--- src/rtl/temp_monitor_pkg.sv ---
// Shared types and width helpers for the temperature post-processor.
package temp_monitor_pkg;

  typedef enum logic [1:0] {
    MODE_CUR = 2'd0,
    MODE_AVG = 2'd1,
    MODE_MIN = 2'd2,
    MODE_MAX = 2'd3
  } mode_e;

  typedef enum logic [1:0] {
    S_IDLE    = 2'd0,
    S_ACCUM   = 2'd1,
    S_PUBLISH = 2'd2
  } state_e;

  // Accumulator must hold N full-scale samples without overflow.
  function automatic int acc_width(input int tw, input int avg_log2);
    return tw + avg_log2;
  endfunction

endpackage

--- src/rtl/temp_avg_window.sv ---
// Sliding-window average over the last 2^AVG_LOG2 samples; empty slots read as zero.
module temp_avg_window
  import temp_monitor_pkg::*;
#(
  parameter int TW       = 13,
  parameter int AVG_LOG2 = 3
) (
  input  logic          clk,
  input  logic          rst,
  input  logic          clr_i,
  input  logic          upd_i,
  input  logic [TW-1:0] sample_i,
  output logic [TW-1:0] avg_o,
  output logic          full_o
);

  localparam int N  = 1 << AVG_LOG2;
  localparam int AW = acc_width(TW, AVG_LOG2);
  localparam int PW = (AVG_LOG2 > 0) ? AVG_LOG2 : 1;
  localparam int CW = AVG_LOG2 + 1;

  logic signed [AW-1:0] acc_q;
  logic [PW-1:0]        ptr_q;
  logic [CW-1:0]        cnt_q;
  logic [TW-1:0]        buf_q [N];

  logic signed [AW-1:0] s_ext, old_ext, acc_shr;

  assign full_o  = (cnt_q == CW'(N));
  assign s_ext   = AW'($signed(sample_i));
  assign old_ext = full_o ? AW'($signed(buf_q[ptr_q])) : '0;
  assign acc_shr = acc_q >>> AVG_LOG2;
  assign avg_o   = acc_shr[TW-1:0];

  // NOTE: state registers use non-blocking assignments so every register samples pre-edge values.
  always_ff @(posedge clk or posedge rst) begin
    if (rst) begin
      acc_q <= '0;
      ptr_q <= '0;
      cnt_q <= '0;
    end else if (clr_i) begin
      acc_q <= '0;
      ptr_q <= '0;
      cnt_q <= '0;
    end else if (upd_i) begin
      acc_q <= acc_q + s_ext - old_ext;
      ptr_q <= (ptr_q == PW'(N - 1)) ? '0 : ptr_q + 1'b1;
      if (!full_o) cnt_q <= cnt_q + 1'b1;
    end
  end

  // NOTE: the sample buffer has no reset; a slot is only read once the fill count proves it was written.
  always_ff @(posedge clk) begin
    if (upd_i && !clr_i) buf_q[ptr_q] <= sample_i;
  end

endmodule

--- src/rtl/temp_monitor.sv ---
// Temperature post-processor: accept, accumulate statistics and alarm, publish one mode-selected value.
module temp_monitor
  import temp_monitor_pkg::*;
#(
  parameter int TW       = 13,
  parameter int FRAC     = 4,
  parameter int AVG_LOG2 = 3
) (
  input  logic          clk,
  input  logic          rst,
  input  logic [TW-1:0] sample_i,
  input  logic          sample_valid_i,
  output logic          sample_ready_o,
  input  logic [1:0]    mode_i,
  input  logic          hold_i,
  input  logic          clr_i,
  input  logic [TW-1:0] thr_hi_i,
  input  logic [TW-1:0] thr_lo_i,
  output logic [TW-1:0] temp_o,
  output logic          temp_valid_o,
  output logic [TW-1:0] min_o,
  output logic [TW-1:0] max_o,
  output logic          mm_valid_o,
  output logic          window_full_o,
  output logic          alarm_o
);

  if (AVG_LOG2 < 0 || AVG_LOG2 > 5 || FRAC < 0 || FRAC >= TW) begin : g_param_check
    $error("temp_monitor: illegal AVG_LOG2/FRAC for TW");
  end

  state_e        state_q;
  logic [TW-1:0] sample_q, temp_q, min_q, max_q;
  logic          temp_valid_q, mm_valid_q, alarm_q, clr_pend_q;
  logic [TW-1:0] avg, pub_val;
  logic          clr_now, win_upd;

  // A clear requested while busy waits for S_IDLE so the window never changes mid-sample.
  assign clr_now = (state_q == S_IDLE) && (clr_i || clr_pend_q);
  assign win_upd = (state_q == S_ACCUM);

  temp_avg_window #(
    .TW       (TW),
    .AVG_LOG2 (AVG_LOG2)
  ) u_window (
    .clk      (clk),
    .rst      (rst),
    .clr_i    (clr_now),
    .upd_i    (win_upd),
    .sample_i (sample_q),
    .avg_o    (avg),
    .full_o   (window_full_o)
  );

  // NOTE: every always_comb output gets a default first so no path can infer a latch.
  always_comb begin
    pub_val = sample_q;
    case (mode_e'(mode_i))
      MODE_AVG: pub_val = avg;
      MODE_MIN: if (mm_valid_q) pub_val = min_q;
      MODE_MAX: if (mm_valid_q) pub_val = max_q;
      default:  pub_val = sample_q;
    endcase
  end

  always_ff @(posedge clk or posedge rst) begin
    if (rst) begin
      state_q      <= S_IDLE;
      sample_q     <= '0;
      temp_q       <= '0;
      temp_valid_q <= 1'b0;
      min_q        <= '0;
      max_q        <= '0;
      mm_valid_q   <= 1'b0;
      alarm_q      <= 1'b0;
      clr_pend_q   <= 1'b0;
    end else begin
      temp_valid_q <= 1'b0;
      case (state_q)
        S_IDLE: begin
          clr_pend_q <= 1'b0;
          if (clr_now) mm_valid_q <= 1'b0;
          if (sample_valid_i) begin
            sample_q <= sample_i;
            state_q  <= S_ACCUM;
          end
        end
        S_ACCUM: begin
          if (clr_i) clr_pend_q <= 1'b1;
          if (!mm_valid_q) begin
            min_q      <= sample_q;
            max_q      <= sample_q;
            mm_valid_q <= 1'b1;
          end else begin
            if ($signed(sample_q) < $signed(min_q)) min_q <= sample_q;
            if ($signed(sample_q) > $signed(max_q)) max_q <= sample_q;
          end
          // Set is tested first so misordered thresholds resolve to an active alarm.
          if ($signed(sample_q) > $signed(thr_hi_i))      alarm_q <= 1'b1;
          else if ($signed(sample_q) < $signed(thr_lo_i)) alarm_q <= 1'b0;
          state_q <= S_PUBLISH;
        end
        S_PUBLISH: begin
          if (clr_i) clr_pend_q <= 1'b1;
          if (!hold_i) begin
            temp_q       <= pub_val;
            temp_valid_q <= 1'b1;
          end
          state_q <= S_IDLE;
        end
        default: state_q <= S_IDLE;
      endcase
    end
  end

  assign sample_ready_o = (state_q == S_IDLE) && !rst;
  assign temp_o         = temp_q;
  assign temp_valid_o   = temp_valid_q;
  assign min_o          = min_q;
  assign max_o          = max_q;
  assign mm_valid_o     = mm_valid_q;
  assign alarm_o        = alarm_q;

endmodule

--- config.mk ---
export PLATFORM = sky130hd
export DESIGN_NAME = temp_monitor
export DESIGN_NICKNAME = d
export VERILOG_FILES = /design/src/rtl/temp_monitor_pkg.sv /design/src/rtl/temp_avg_window.sv /design/src/rtl/temp_monitor.sv
export SDC_FILE = /design/constraint.sdc
export NUM_CORES = 1
export LEC_CHECK = 0
export ABC_AREA = 0
export CAP_MARGIN = 5
export CORE_MARGIN = 2
export CORE_UTILIZATION = 50
export DETAILED_ROUTE_END_ITERATION = 16
export GPL_TIMING_DRIVEN = 0
export PLACE_DENSITY = 0.7
export SLEW_MARGIN = 20
export SYNTH_ARGS = -nofsm -noshare
export SYNTH_HDL_FRONTEND = slang
export SYNTH_SLANG_ARGS = --single-unit
--- constraint.sdc ---
create_clock -name clk -period 4.5 [get_ports clk]
set_input_delay 0.9 -clock clk [delete_from_list [all_inputs] [get_ports clk]]
set_output_delay 0.9 -clock clk [all_outputs]
set_load 0.05 [all_outputs]
== Yosys cells after proc, flatten, opt, wreduce, memory -nomap -nowiden ==
Memories as Yosys holds them, arrays and structs flattened.
Cells that the tools add are included.
Word-level totals
  bits in registers: 81
  RAM bits: 104
  logic and storage cells: 83
  memories kept: 1
Operators by class
  add/sub/neg operators: 4
  magnitude comparators: 4
  equal/unequal tests: 13
  multiplexer cells: 28
  bitwise gates (word level): 1
  reduce and logical (&&, ||, !) cells: 20
Memory list
  u_window.buf_q: depth 8, width 13, read ports 1, clocked after Yosys merged registers in 0, wr ports 1, line temp_avg_window.sv:25  | logic [TW-1:0] buf_q [N];
Operator list (number)
  13-bit 2-to-1 mux: 6
  16-bit 2-to-1 mux: 3
  13-bit one-hot mux with 3 select lines: 1
  13-bit greater-than comparator: 2
  13-bit < comparator: 2
  16-bit by 13-bit adder with 16-bit output: 1
  2-bit AND reduction: 8
  16-bit subtractor: 1
  4-bit 2-to-1 mux: 3
  2-bit by 1-bit inequality test with 1-bit output, second input constant: 5
  3-bit 2-to-1 mux: 3
  1-bit 2-to-1 mux: 8
  2-bit nonzero test: 4
  2-bit == test, second input constant: 3
  4-bit by 1-bit adder with 4-bit output, second input constant: 1
  2-bit by 1-bit == test with 1-bit output, second input constant: 2
  4-bit == test, second input constant: 1
  1-bit one-hot mux with 2 select lines: 2
  2-bit one-hot mux with 2 select lines: 1
  3-bit by 1-bit adder with 3-bit output, second input constant: 1
  3-bit == test, second input constant: 1
  1-bit logical AND: 3
  1-bit logical NOT: 2
  2-bit logical NOT: 1
  other kinds (5): 5

== Longest topological paths before layout ==
  depth after elaboration: 6
  mapped depth: 16
  mapped depth without buffers: 15

== Modules after synthesis ==
Synthesis repeated with hierarchy kept, for this count alone.
Second synthesis, totals
  cell total of the unflattened synthesis: 891
  area total of the unflattened synthesis: 10508.8 µm²
By module, submodules not included
  temp_avg_window: instances 1, cells an instance 457, area each 6356.1 µm², seq. area each 3698.5 µm²
  temp_monitor: instances 1, cells an instance 434, area each 4152.7 µm², seq. area each 1451.4 µm²

== Least setup slack after synthesis ==
Ideal clock, no wire load.
  path type: register -> register
  start: reg u_window.ptr_q[0]
  end: reg u_window.acc_q[14]
  setup time: 122 ps
  arrival: 3757 ps
  path slack: 621 ps
  stages on the path, launching flop included: 14
  period minus slack after synthesis: 3879 ps
  cell sequence: dfrtp_1 > buf_2 > buf_2 > mux4_2 > mux2i_1 > nor2_1 > fa_1 > fa_1 > nor2b_1 > o2111ai_1 > a211oi_1 > o211ai_1 > and4b_1 > a2111oi_1
Between the ends
  longest elaborated chain between the ends: 5
RTL lines
  start: declaration: line temp_avg_window.sv:23  | logic [PW-1:0] ptr_q;
  start signal: assignment: line temp_avg_window.sv:47  | ptr_q <= (ptr_q == PW'(N - 1)) ? '0 : ptr_q + 1'b1;
  memory 8 x 13 bit
  16-bit 2-to-1 mux: line temp_avg_window.sv:31  | assign old_ext = full_o ? AW'($signed(buf_q[ptr_q])) : '0;
  16-bit subtractor: line temp_avg_window.sv:46  | acc_q <= acc_q + s_ext - old_ext;
  16-bit 2-to-1 mux: line temp_avg_window.sv:45  | end else if (upd_i) begin
  16-bit 2-to-1 mux: line temp_avg_window.sv:41  | end else if (clr_i) begin
  end signal: assignment: line temp_avg_window.sv:46
  end: declaration: line temp_avg_window.sv:22  | logic signed [AW-1:0] acc_q;
No other way between the ends. The select of a mux whose other input is x is not followed.
A chain may end at the register's enable or synchronous reset.

== Worst setup path after layout ==
  start: reg u_window.ptr_q[0]
  end: reg u_window.acc_q[15]
Same word-level chain as after synthesis.

==> out/metrics.csv <==
stage;metric;value;unit
place;Setup Slack @ Placement;-0.05143;ns
clock_tree;Post CTS Setup Buffer Count;0;
timing;worst max-slew margin expressed relative to the limit;36.87;%
timing;achievable clock frequency;237.0;MHz
run;Max Cap Violations;0;
place;# port buffers;89;
synthesis;post-synthesis cell type with the largest combined area;sky130_fd_sc_hd__edfxtp_1;
run_status;result of the run;finished clean;
synthesis;portion of the post-synthesis area used by sequential elements;48.21;%
route;drt first pass iters;5;
floorplanning;number of standard-cell rows in the floorplan;53;
synthesis;Yosys top cell area share;29.24;%
synthesis;Post-synth top flop;sky130_fd_sc_hd__edfxtp_1;
cells_and_area;number of nets in the layout;1212;
route;Iteration-0 DRC Markers;848;
floorplanning;floorplan die area;0.02255;mm^2
floorplanning;Die Span Y;150.2;um
clock_tree;TritonCTS Buffers;17;
grt;fraction of met1 tracks used by global routing;36.20;%
floorplanning;CORE AREA;0.02102;mm^2
synthesis;cell area after synthesis;0.01068;mm^2
clock_tree;CTS tree;yes;
cells_and_area;area added between synthesis and finish;18.34;%
clock_tree;Clock Sinks;185;
timing;Layout Skew;0.01398;ns
synthesis;top cells by area, synth;sky130_fd_sc_hd__edfxtp_1 (29%), sky130_fd_sc_hd__dfrtp_1 (19%), sky130_fd_sc_hd__ha_1 (8.7%);
route;DRC violation count after routing;0;
route;Total Wirelength;27.41;mm
critical_path;Crit Path Class;reg -> reg;
power;leakage;5.220;nW
synthesis;proportion of synthesized flip-flops having asynchronous set or reset;43.78;%
timing;setup TNS;0;ns
timing;number of setup violations in the final report;0;
place;detailed-placement wirelength estimate;19.22;mm
critical_path;peak fanout along the critical path;10;
critical_path;worst path required time;4.88;ns
cells_and_area;Finished Cell Area;0.01264;mm^2
timing;worst slack on hold paths;0.4896;ns
route;post-detailed-route count of antenna-violating nets;0;
timing;min cycle time layout;4.220;ns
grt;antenna violations before repair;0;
timing;post-layout worst setup margin;0.2798;ns
grt;leftover overflow at the end of global routing;0;
synthesis;Post-Syn Nets;1101;
cells_and_area;fill cell count;1739;
place;placed cell areas;0.01199;mm^2
clock_tree;CTS Root Cell;sky130_fd_sc_hd__clkbuf_16;
place;Placed Cells;1333;
cells_and_area;Util after Layout;60.13;%
cells_and_area;proportion of layout cells with a drive suffix above 1;9.817;%
grt;wire length of the first global-routing pass;43.06;mm
clock_tree;clock transition at the register clock pins on the worst setup and hold paths after CTS;0.08;ns
cells_and_area;area occupied by registers;0.005150;mm^2
synthesis;number of enable flip-flop cells after synthesis;104;
critical_path;data arrival time of the critical path;4.60;ns
timing;count of pins over their slew limit;0;
timing;hold violation total from the final report;0;
synthesis;mean post-synth cell area;11.06;um^2
grt;met2 Track Usage GR;40.30;%
grt;layer carrying the most global-route usage;met2;
clock_tree;cts repair resizes;1;
power;cell area power density;828.1;mW/mm^2
power;Worst VDD drop;0.4844;mV
clock_tree;number of buffers inserted for hold repair after clock tree synthesis;0;
timing;share of the clock period used by the worst path;93.78;%
cells_and_area;diodes inserted;0;
grt;maximum number of pins on one net before global-route repair;46;
worst_hold_path;class of the worst hold path;reg -> reg;
grt;met3 routing resource usage after global routing;4.303;%
route;via count;7754;
timing;unrepaired setup endpoints after global routing;false;
floorplanning;number of top-level design ports;90;
power;total power after layout;10.47;mW
place;routability-driven placement congestion ratio;0.8804;
synthesis;synthesis-stage register bit count;185;
synthesis;Yosys warning total;0;
synthesis;number of instances in the synthesized netlist;966;
cells_and_area;combined area of the multi-input logic cells;0.004895;mm^2
worst_hold_path;instance count along the most critical hold path;2;
critical_path;worst-case reg-to-reg path depth;14;
floorplanning;Die X;150.2;um
grt;Overall Global Routing Usage;25.71;%
critical_path;Critical Path End Type;flop;
clock_tree;maximum count of clock buffers along a single path;2;
critical_path;Setup crit start kind;flop;
grt;via count of the first global-routing pass;7759;
route;post-DR vias/cell;5.681;
clock_tree;Clock Latency Late Sink;0.46;ns
route;wire length per cell after detailed routing;20.08;um
cells_and_area;number of non-filler instances in the completed layout;1365;
synthesis;post-synthesis cell type count;61;
clock_tree;H-tree level count;4;
floorplanning;effective utilization at floorplan;50.81;%
timing;slew at the pin closest to its max-slew limit;0.9470;ns
## layer usage
layer  part of all wire (%)  vias to the layer above
li1                       -                     3689
met1                     44                     3708
met2                     47                      304
met3                    6.5                       53
met4                    2.9                        0
met5                      0                        -
## state kept, by name, summed over array words and instances, names as in the netlist
register	count
alarm_o	1
clr_pend_q	1
max_o	13
min_o	13
mm_valid_o	1
sample_q	13
state_q	2
temp_o	13
temp_valid_o	1
u_window.acc_q	16
u_window.buf_q	104
u_window.cnt_q	4
u_window.ptr_q	3
## worst max-delay path, cell delays in order, from the launching register on
cell,delay [ns]
sky130_fd_sc_hd__dfrtp_1,0.37
sky130_fd_sc_hd__clkbuf_4,0.29
sky130_fd_sc_hd__buf_6,0.23
sky130_fd_sc_hd__mux4_2,0.51
sky130_fd_sc_hd__mux2i_1,0.24
sky130_fd_sc_hd__nor2_1,0.10
sky130_fd_sc_hd__fa_1,0.50
sky130_fd_sc_hd__inv_1,0.04
sky130_fd_sc_hd__ha_1,0.36
sky130_fd_sc_hd__a21o_1,0.25
sky130_fd_sc_hd__a2111oi_2,0.39
sky130_fd_sc_hd__nor2_1,0.13
sky130_fd_sc_hd__a31oi_1,0.26
sky130_fd_sc_hd__mux2i_1,0.26
sky130_fd_sc_hd__mux2i_1,0.20
## cells by family after synthesis
family	Yosys count	synth area share, %
flip-flops	185	48.21
AND/OR/NAND/NOR	240	10.45
AO/OA/AOI/OAI	195	12.09
XOR/XNOR	11	0.9019
adder cells (fa/ha/maj)	89	11.48
multiplexers	79	10.62
buffers and inverters	167	6.243
## area by class of cell
type | instances | share of cell area [%]
flip-flops and latches | 185 | 40.74
multi-input cells | 614 | 38.72
repair buffers | 92 | 7.384
inverters | 126 | 3.761
clock buffers | 18 | 3.474
well taps | 275 | 2.722
plain buffers | 41 | 1.613
clock inverters | 14 | 1.584
## final timing paths
kind	endpoint	slack, ns	start
worst max-delay path	u_window.acc_q[15]	0.28	u_window.ptr_q[0]
worst min-delay path	temp_o[0]	0.49	temp_o[0]
worst max register to register	u_window.acc_q[15]	0.28	u_window.ptr_q[0]
worst min register to register	temp_o[0]	0.49	temp_o[0]
max in group asynchronous	alarm_o	3.02	rst
min in group asynchronous	temp_o[10]	0.86	rst
## placed cells by master, fill, tap and decap left out, drive strengths merged, types with 3 or more instances in the layout
cell type      instances
a211o                 15
a32oi                  6
xor2                   5
clkdlybuf4s50         89
o21ai                 49
clkinv                 7
or2                    3
clkbuf                44
o31ai                  4
xnor2                  6
a31oi                  6
inv                  133
a22oi                 13
a211oi                10
mux2i                 38
edfxtp               104
nand4                  9
nor2                  61
nand2                 76
nor3                  14
ha                    74
fa                    15
nand2b                26
o21a                   6
mux2                  15
nor2b                  8
a2111oi                4
buf                   18
o22ai                  6
dfrtp                 81
a21oi                 43
a21o                  15
mux4                  26
nand3                 34
## power breakdown
| part | internal (mW) | switching (mW) | total, mW | leakage, nW |
|---|---|---|---|---|
| logic | 2.29 | 3.54 | 5.83 | 2.97 |
| registers | 2.37 | 0.676 | 3.05 | 1.95 |
| clock network | 0.788 | 0.798 | 1.59 | 0.309 |
## synthesized netlist by cell type (2+ instances only)
master,count
sky130_fd_sc_hd__mux2i_1,38
sky130_fd_sc_hd__nand3_1,34
sky130_fd_sc_hd__a21oi_1,43
sky130_fd_sc_hd__nor2_1,61
sky130_fd_sc_hd__mux4_2,26
sky130_fd_sc_hd__o22ai_1,6
sky130_fd_sc_hd__a31oi_1,6
sky130_fd_sc_hd__nand2_1,76
sky130_fd_sc_hd__nand4_1,9
sky130_fd_sc_hd__xnor2_1,6
sky130_fd_sc_hd__o21bai_1,2
sky130_fd_sc_hd__or2_2,3
sky130_fd_sc_hd__buf_2,7
sky130_fd_sc_hd__nand2b_1,26
sky130_fd_sc_hd__edfxtp_1,104
sky130_fd_sc_hd__buf_4,2
sky130_fd_sc_hd__and3_1,2
sky130_fd_sc_hd__a22oi_1,13
sky130_fd_sc_hd__a211o_1,15
sky130_fd_sc_hd__o21ai_0,47
sky130_fd_sc_hd__o31ai_1,3
sky130_fd_sc_hd__buf_1,6
sky130_fd_sc_hd__o2bb2ai_1,2
sky130_fd_sc_hd__o2111ai_1,2
sky130_fd_sc_hd__o21ai_1,2
sky130_fd_sc_hd__nand3b_1,2
sky130_fd_sc_hd__fa_1,15
sky130_fd_sc_hd__nor3_1,13
sky130_fd_sc_hd__clkbuf_1,24
sky130_fd_sc_hd__xor2_1,5
sky130_fd_sc_hd__a21boi_0,2
sky130_fd_sc_hd__o2111a_1,2
sky130_fd_sc_hd__and4_1,2
sky130_fd_sc_hd__ha_1,74
sky130_fd_sc_hd__dfrtp_1,81
sky130_fd_sc_hd__mux2_2,15
sky130_fd_sc_hd__nor2b_1,8
sky130_fd_sc_hd__o21a_1,6
sky130_fd_sc_hd__inv_1,125
sky130_fd_sc_hd__a211oi_1,10
sky130_fd_sc_hd__a21o_1,15
sky130_fd_sc_hd__a2111oi_0,2
sky130_fd_sc_hd__a32oi_1,6
No activity file was read; power rests on OpenSTA's default activity.
